<file path="src/rtl/if_pkg.sv">
// Shared types and constants for the instruction-fetch stage.
package if_pkg;

  localparam int unsigned PC_W   = 10;
  localparam int unsigned INST_W = 32;

  localparam logic [INST_W-1:0] NOP_INST = 32'h0;

  // Legacy-compatible state encoding.
  typedef logic [1:0] fetch_state_t;
  localparam fetch_state_t FETCH   = 2'd0;
  localparam fetch_state_t DISCARD = 2'd1;
  localparam fetch_state_t FULL    = 2'd2;

  typedef struct packed {
    logic [INST_W-1:0] inst;
    logic [PC_W-1:0]   pc;
    logic              valid;
  } if_entry_t;

endpackage

</file>
<file path="src/rtl/if_fetch_buffer.sv">
// Two-entry output/skid buffer between instruction memory and IF/ID.
// The out slot drives IF/ID; the skid slot catches a response that
// arrives while IF/ID is stalled on a valid instruction.
module if_fetch_buffer
  import if_pkg::*;
#(
  parameter logic [INST_W-1:0] NopInst = NOP_INST
) (
  input  logic      clk,
  input  logic      rst,
  input  logic      clear_i,
  input  logic      consume_i,
  input  logic      load_i,
  input  if_entry_t new_i,
  output if_entry_t out_o,
  output logic      skid_valid_o
);

  if_entry_t out_q, out_d;
  if_entry_t skid_q, skid_d;
  if_entry_t bubble;

  // A bubble keeps the last pc so IF/ID sees a stable PC input.
  assign bubble = '{inst: NopInst, pc: out_q.pc, valid: 1'b0};

  // Next-state selection for both slots.
  always_comb begin
    out_d  = out_q;
    skid_d = skid_q;
    if (clear_i) begin
      out_d        = bubble;
      skid_d.valid = 1'b0;
    end else if (consume_i) begin
      if (skid_q.valid) begin
        out_d = skid_q;
        if (load_i) begin
          skid_d = new_i;
        end else begin
          skid_d.valid = 1'b0;
        end
      end else begin
        out_d = load_i ? new_i : bubble;
      end
    end else if (!out_q.valid) begin
      if (load_i) out_d = new_i;
    end else if (load_i) begin
      skid_d = new_i;
    end
  end

  // Slot registers with asynchronous reset to an empty buffer.
  always_ff @(posedge clk or posedge rst) begin
    if (rst) begin
      out_q  <= '{inst: NopInst, pc: '0, valid: 1'b0};
      skid_q <= '{inst: NopInst, pc: '0, valid: 1'b0};
    end else begin
      out_q  <= out_d;
      skid_q <= skid_d;
    end
  end

  assign out_o        = out_q;
  assign skid_valid_o = skid_q.valid;

endmodule

</file>
<file path="src/rtl/if_fetch_unit.sv">
// Instruction-fetch stage: owns the PC, runs the imem req/ack handshake,
// buffers responses across stalls and squashes wrong-path fetches.
module if_fetch_unit #(
  parameter logic [if_pkg::PC_W-1:0]   RESET_PC = '0,
  parameter logic [if_pkg::INST_W-1:0] NOP_INST = if_pkg::NOP_INST
) (
  input  logic                      clk,
  input  logic                      rst,
  input  logic                      stall_i,
  input  logic                      branch_taken_i,
  input  logic [if_pkg::PC_W-1:0]   branch_target_i,
  input  logic                      jump_i,
  input  logic [if_pkg::PC_W-1:0]   jump_target_i,
  output logic                      imem_req_o,
  output logic [if_pkg::PC_W-1:0]   imem_addr_o,
  input  logic                      imem_ack_i,
  input  logic [if_pkg::INST_W-1:0] imem_rdata_i,
  output logic [if_pkg::INST_W-1:0] instruction_o,
  output logic [if_pkg::PC_W-1:0]   pc_out_o,
  output logic                      valid_out_o,
  output logic                      flush_o
);
  import if_pkg::*;

  localparam logic [PC_W-1:0] AlignMask = ~(PC_W'(3));

  fetch_state_t    state_q, state_d;
  logic [PC_W-1:0] pc_q, pc_d, pc_inc, redirect_tgt;
  logic            incoming, redirect;
  if_entry_t       new_entry, out_entry;
  logic            skid_valid;

  assign redirect     = branch_taken_i | jump_i;
  assign redirect_tgt = (jump_i ? jump_target_i : branch_target_i) & AlignMask;
  assign incoming     = (state_q == FETCH) & imem_ack_i;
  assign pc_inc       = pc_q + PC_W'(4);
  assign new_entry    = '{inst: imem_rdata_i, pc: pc_inc, valid: 1'b1};

  assign imem_req_o  = (state_q == FETCH);
  assign imem_addr_o = pc_q;
  assign flush_o     = redirect;

  // PC and FSM next state; a redirect overrides stall and any response.
  always_comb begin
    state_d = state_q;
    pc_d    = pc_q;
    if (redirect) begin
      pc_d = redirect_tgt;
      // An outstanding request must have its late ack swallowed.
      state_d = ((state_q != FULL) && !imem_ack_i) ? DISCARD : FETCH;
    end else begin
      case (state_q)
        FETCH: begin
          if (incoming) pc_d = pc_inc;
          if (stall_i && out_entry.valid && incoming) state_d = FULL;
        end
        DISCARD: if (imem_ack_i) state_d = FETCH;
        FULL:    if (!stall_i) state_d = FETCH;
        default: state_d = FETCH;
      endcase
    end
  end

  // State and PC registers.
  always_ff @(posedge clk or posedge rst) begin
    if (rst) begin
      state_q <= FETCH;
      pc_q    <= RESET_PC;
    end else begin
      state_q <= state_d;
      pc_q    <= pc_d;
    end
  end

  if_fetch_buffer #(
    .NopInst(NOP_INST)
  ) u_buffer (
    .clk         (clk),
    .rst         (rst),
    .clear_i     (redirect),
    .consume_i   (!stall_i),
    .load_i      (incoming & !redirect),
    .new_i       (new_entry),
    .out_o       (out_entry),
    .skid_valid_o(skid_valid)
  );

  assign instruction_o = out_entry.inst;
  assign pc_out_o      = out_entry.pc;
  assign valid_out_o   = out_entry.valid;

  logic unused_skid_valid;
  assign unused_skid_valid = skid_valid;

endmodule

</file>
<file path="config.mk">
export PLATFORM = sky130hd
export DESIGN_NAME = if_fetch_unit
export DESIGN_NICKNAME = d
export VERILOG_FILES = /design/src/rtl/if_pkg.sv /design/src/rtl/if_fetch_buffer.sv /design/src/rtl/if_fetch_unit.sv
export SDC_FILE = /design/constraint.sdc
export NUM_CORES = 1
export LEC_CHECK = 0
export ABC_CLOCK_PERIOD_IN_PS = 5050
export BUFFER_PORTS_ARGS = -buffer_cell sky130_fd_sc_hd__buf_4
export CORE_UTILIZATION = 58
export CTS_CLUSTER_SIZE = 24
export DETAILED_ROUTE_END_ITERATION = 10
export PLACE_DENSITY = 0.87
export RECOVER_POWER = 25
export REMOVE_ABC_BUFFERS = 1
export SLEW_MARGIN = 20
export SYNTH_ARGS = -nofsm -noshare
export SYNTH_HDL_FRONTEND = slang
export SYNTH_HIERARCHICAL = 1
export SYNTH_SLANG_ARGS = --single-unit
</file>
<file path="constraint.sdc">
create_clock -name clk -period 5.05 [get_ports clk]
set_input_delay 1.01 -clock clk [delete_from_list [all_inputs] [get_ports clk]]
set_output_delay 1.01 -clock clk [all_outputs]
set_load 0.03 [all_outputs]
</file>
==> metrics, run 1 <==
status finished clean; final setup fails 0; Post-Route WL 12,000 um; Final Skew 0.0165 ns; CTS resizes 0; Psw 0.476 mW; num ports 113; Main synth FF type dfrtp_1; crit share post-route 76.9%; WL per Instance 18.3 um; initial antenna violation count 0; synthesis-stage register bit count 96; diodes inserted 0; largest net degree at the start of global routing 56; most frequent cells after synthesis dfrtp_1, nand2_1, o21ai_0; Pwr per Cell Area 295 mW/mm^2; CTS Root Cell clkbuf_8; Rows 32; # Post-CTS Setup Buffers 0; minimum clock period 3.89 ns; register area share after synthesis 51.4%; Crit path required time 4.04 ns; vias in the first global route 3,943; # port buffers 106; DIE AREA 0.00842 mm^2; Net Sw Frac 28.8%; Critical Path Sink Type output port; critical path's largest stage delay 0.92 ns; Arrival @ worst endpoint 2.88 ns; cts bufs inserted 9; clk buf depth 2; DR pass1 iterations 5; slowest cell on the critical path clkbuf_1; Routed Antenna Nets 0; initial core utilization 60.2%; drc violations 0; nets@finish 610; Final Hold Fails 0; layout cell share with drive strength beyond 1 25.5%; crit-path most repeated cell clkbuf_1; Worst Setup Start Kind input port; first-pass GRT wire length 19,500 um; Pleak 2.57 nW; worst-path cell chain clkbuf_1 > nor2_1 > clkinv_1 > clkbuf_1 > buf_4; Detailed Place HPWL 7410 um; via count 4,121; vias per inst 6.26; top cell type by total area after synthesis dfrtp_1; Util after Layout 72.1%; Comb power frac 16.4%; reported max-cap violation count 0; Achievable Freq 257 MHz; Post-synth EDFFs 0; Max Slew Vio Count 0; post-cts hold buffer count 0; Clock Power Share 33.7%; final setup TNS 0 ns; CP max FO 26; Slew Limit Headroom 2.66%; initial DRC count 317; core region area 0.00777 mm^2; top post-synthesis cells by area dfrtp_1, o2bb2ai_1, o21ai_0; Async SR Flop Fraction 100%; most numerous cell in the Yosys netlist dfrtp_1; Total Power 1.65 mW; RSZ-0062 raised after global routing no; syn_area_per_cell 10.0 um^2; Worst VDD drop 0.000151 V; CP top delay family buffers and inverters; synthesis-to-layout area growth 19.8%; Bufs and invs on worst path 4; gr usage total 29.3%; Syn Inst Count 467; CP Class in -> out; worst hold path class reg -> reg; Overflow after GRT 0; synth unique cells 46; CTS Sinks 96; Internal Power 1.18 mW; GPL Wtd Cong 0.807; Worst-path clk slew 0.09 ns; Seq pwr share 49.9%; H-tree levels 3; Ys Warns 6; clock latency on the worst-skew pair 0.36 ns; Yosys top cell area share 51.4%; CTS tree done; overall die width 91.8 um; Worst-Margin Slew 1.45 ns; Die Y 91.8 um; Syn Std Cell Area 0.00467 mm^2
metal layers:
layer  up-vias  share of wire [%]  track usage (%)
met5         -                  0                0
met4         0                1.9             13.0
met3        20                5.3             3.40
met2       166                 51             47.4
met1      2055                 42             40.3
li1       1880                  -                -
flip-flops by register name, indices dropped and copies added, names as in the netlist:
register               cells
u_buffer/out_o            43
u_buffer/skid_q           42
imem_addr_o                8
state_q                    2
u_buffer/skid_valid_o      1
per-stage QoR:
stage | cells | setup WS [ns] | instance area [um^2] | hold WS, ns
2_1_floorplan | 428 | 0.251 | 4450 | 0.467
3_3_place_gp | 642 | 1.49 | 5450 | 0.473
3_5_place_dp | 642 | 1.47 | 5450 | 0.475
4_1_cts | 658 | 1.84 | 5670 | 0.502
5_1_grt | 658 | 1.02 | 5600 | 0.512
6_report | 658 | 1.16 | 5600 | 0.498
cell usage in the layout, fill, tap and decap left out, drive strengths merged:
cell type / instances
o31ai: 1
mux2i: 2
buf: 93
nand2b: 3
or4: 1
nand3: 5
bufinv: 2
o211ai: 1
xor2: 5
xnor2: 6
or3: 10
o221a: 10
o21a: 1
or2: 1
a22oi: 5
nor2: 5
clkinv: 3
inv: 4
a21oi: 7
clkinvlp: 4
ha: 1
nor2b: 3
dfrtp: 96
o22ai: 2
nor4: 2
conb: 7
and3: 32
clkbuf: 28
o2bb2ai: 32
nand3b: 2
nor3: 6
o21ai: 89
nand2: 51
or3b: 1
o21bai: 3
a31oi: 32
worst paths after layout:
check,startpoint,endpoint,depth (start not counted),slack [ns]
max,jump_i,flush_o,5,1.16
min,u_buffer/out_o[20],u_buffer/out_o[20],1,0.50
max reg2reg,state_q[0],u_buffer/out_o[15],6,2.10
min reg2reg,u_buffer/out_o[20],u_buffer/out_o[20],1,0.50
max in group asynchronous,rst,u_buffer/skid_q[32],3,2.80
min in group asynchronous,rst,state_q[0],2,0.64
layout make-up:
type,count,area (um^2)
Tap cell,102,128
Sequential cell,96,2400
Multi-Input combinational cell,326,2050
Fill cell,608,2170
Timing Repair Buffer,112,769
Clock inverter,7,96.3
Inverter,6,23.8
Clock buffer,9,124
kinds of logic (layout without fill, tap and decap cells):
logic type               after synthesis  count (layout)  share of synthesized area (%)
multiplexers                           2               2                          0.509
adder cells (fa/ha/maj)                1               1                          0.268
AND/OR/NAND/NOR                      122             122                           14.0
flip-flops                            96              96                           51.4
other                                  2               7                          0.161
buffers and inverters                 50             134                           5.62
AO/OA/AOI/OAI                        183             183                           26.0
XOR/XNOR                              11              11                           2.06
power by group through the flow:
| stage | registers (mW) | clock network [mW] | logic [mW] |
|---|---|---|---|
| final | 0.825 | 0.557 | 0.270 |
| after global placement | 0.839 | 0 | 0.278 |
| after detailed placement | 0.841 | 0 | 0.282 |
| after global routing | 0.829 | 0.589 | 0.289 |
| after CTS | 0.825 | 0.560 | 0.284 |
| after floorplan | 0.896 | 0 | 0.100 |
No activity file was read; power rests on OpenSTA's default activity.
==> run 2: changes to the inputs <==
Settings changed: ABC_CLOCK_PERIOD_IN_PS 5050 to 3800, CORE_UTILIZATION 58 to 54, PLACE_DENSITY 0.87 to 0.81.
Clock period 5.05 ns to 3.8 ns, I/O delays scaled along.
==> run 2 against run 1 <==
The run now ends with capacitance limit, slew limit left. Clock power increased by 21%. Final area grew 1.5%. Utilization shrank 3.6 points. Power is 30% higher. Global-route usage decreased by 1.6 points. Flip-flop and latch count unchanged. First-iteration DRC count grew 17%. Clock skew down 0.0037 ns. Sequential power up 33%. Cell count is 1.4% higher. Routed wire length rose by 0.37%. Register-to-register slack lost 0.95 ns. Largest power group unchanged. Highest routed layer unchanged.
==> metrics, run 2 (synthesized netlist as in run 1, its figures left out) <==
status finished with violations; violated checks capacitance limit, slew limit; Final Hold Fails 0; reported max-cap violation count 2; final setup fails 0; Worst-Margin Slew 2.38 ns; first-pass GRT wire length 19,300 um; Slew Limit Headroom -58.5%; minimum clock period 2.70 ns; clock latency on the worst-skew pair 0.36 ns; Post-Route WL 12,100 um; Final Skew 0.0128 ns; Worst Setup Start Kind input port; CP top delay family simple AND/OR/NAND/NOR gates; Comb power frac 17.5%; critical path's largest stage delay 0.55 ns; vias per inst 6.20; Seq pwr share 51.1%; Clock Power Share 31.4%; CP max FO 42; CTS Sinks 96; worst-path cell chain buf_4 > or3b_1 > nor2_2 > nand2b_1 > or2_4 > o21ai_1; via count 4,137; cts bufs inserted 9; post-cts hold buffer count 0; R2R depth 5; Max Slew Vio Count 88; FILL cells 659; worst hold slack 0.375 ns; initial DRC count 370; Rows 33; core region area 0.00830 mm^2; drc violations 0; worst setup margin 1.10 ns; clk buf depth 2; diodes inserted 0; GPL Wtd Cong 0.778; num ports 113; commonest non-fill, non-tap cell in the layout buf_4; most frequent cells in the layout buf_4, dfrtp_1, nand2_1; CTS Root Cell clkbuf_8; slowest cell on the critical path or3b_1; Worst VDD drop 0.000208 V; initial antenna violation count 0; initial core utilization 56.3%; Arrival @ worst endpoint 2.97 ns; Achievable Freq 370 MHz; Net Sw Frac 29.3%; pre-CTS setup slack 0.778 ns; WL per Instance 18.1 um; CTS tree done; synthesis-to-layout area growth 21.5%; CTS resizes 0; Pleak 2.65 nW; DIE AREA 0.00903 mm^2; # Post-CTS Setup Buffers 0; Util after Layout 68.4%; Pwr per Cell Area 378 mW/mm^2; max reg flops 43; Crit path depth 6; gr usage total 27.8%; Routed Antenna Nets 0; RSZ-0062 raised after global routing no; Critical Path Sink Type flip-flop; Worst-path clk slew 0.10 ns; layout cell share with drive strength beyond 1 29.0%; Detailed Place HPWL 7540 um; crit share post-route 71.1%; H-tree levels 3; largest net degree at the start of global routing 45; nets@finish 616; Internal Power 1.52 mW; # port buffers 106; Crit path required time 4.07 ns; DR pass1 iterations 5; Psw 0.630 mW; worst hold path class in -> async; Die Y 95.0 um; vias in the first global route 3,962; Overflow after GRT 0; CP Class in -> reg; overall die width 95.0 um; Bufs and invs on worst path 1
[run 2: area by class of cell]
cell class / instances / area [um^2] / area share [%]
inverters: 6 / 23.8 / 0.419
clock inverters: 6 / 67.6 / 1.19
multi-input cells: 326 / 2050 / 36.1
clock buffers: 10 / 128 / 2.25
flip-flops and latches: 96 / 2400 / 42.3
repair buffers: 118 / 875 / 15.4
well taps: 105 / 131 / 2.31
[run 2: final timing paths]
kind	start	end	slack (ns)
min reg2reg	u_buffer/out_o[15]	u_buffer/out_o[15]	0.50
max reg2reg	state_q[0]	u_buffer/skid_q[16]	1.15
max	imem_ack_i	u_buffer/skid_q[16]	1.10
max in group asynchronous	rst	u_buffer/out_o[13]	1.12
min	rst	imem_addr_o[2]	0.38
min in group clk	u_buffer/out_o[15]	u_buffer/out_o[15]	0.50
[run 2: through the flow]
step	std cells	power [mW]	setup TNS (ns)	instance area [um^2]
finish	667	2.15	0	5680
detailed placement	651	1.50	0	5490
CTS	667	2.16	0	5690
floorplan	428	1.32	-35.37	4450
global placement	651	1.48	0	5490
global route	667	2.23	0	5680
[run 2: worst register-to-register path, stage by stage, from the launching register on]
cell and delay (ns):
dfrtp_1 0.43, or3b_1 0.57, nor2_2 0.43, nand2b_1 0.35, or2_4 0.53, o21ai_1 0.26
[run 2: per-layer routing]
metal	vias to the layer above	part of all wire, %	track usage (%)
li1	1896	-	-
met1	2047	44	39.5
met2	181	49	44.2
met3	13	6.5	3.75
met4	0	0.95	9.22
met5	-	0	0
[run 2: power by group through the flow]
| stage | Clock [mW] | Combinational (mW) | Sequential [mW] |
|---|---|---|---|
| 2_1_floorplan | 0 | 0.133 | 1.19 |
| 3_3_place_gp | 0 | 0.370 | 1.12 |
| 6_report | 0.673 | 0.376 | 1.10 |
| 3_5_place_dp | 0 | 0.377 | 1.12 |
| 5_1_grt | 0.724 | 0.403 | 1.10 |
| 4_1_cts | 0.684 | 0.379 | 1.10 |
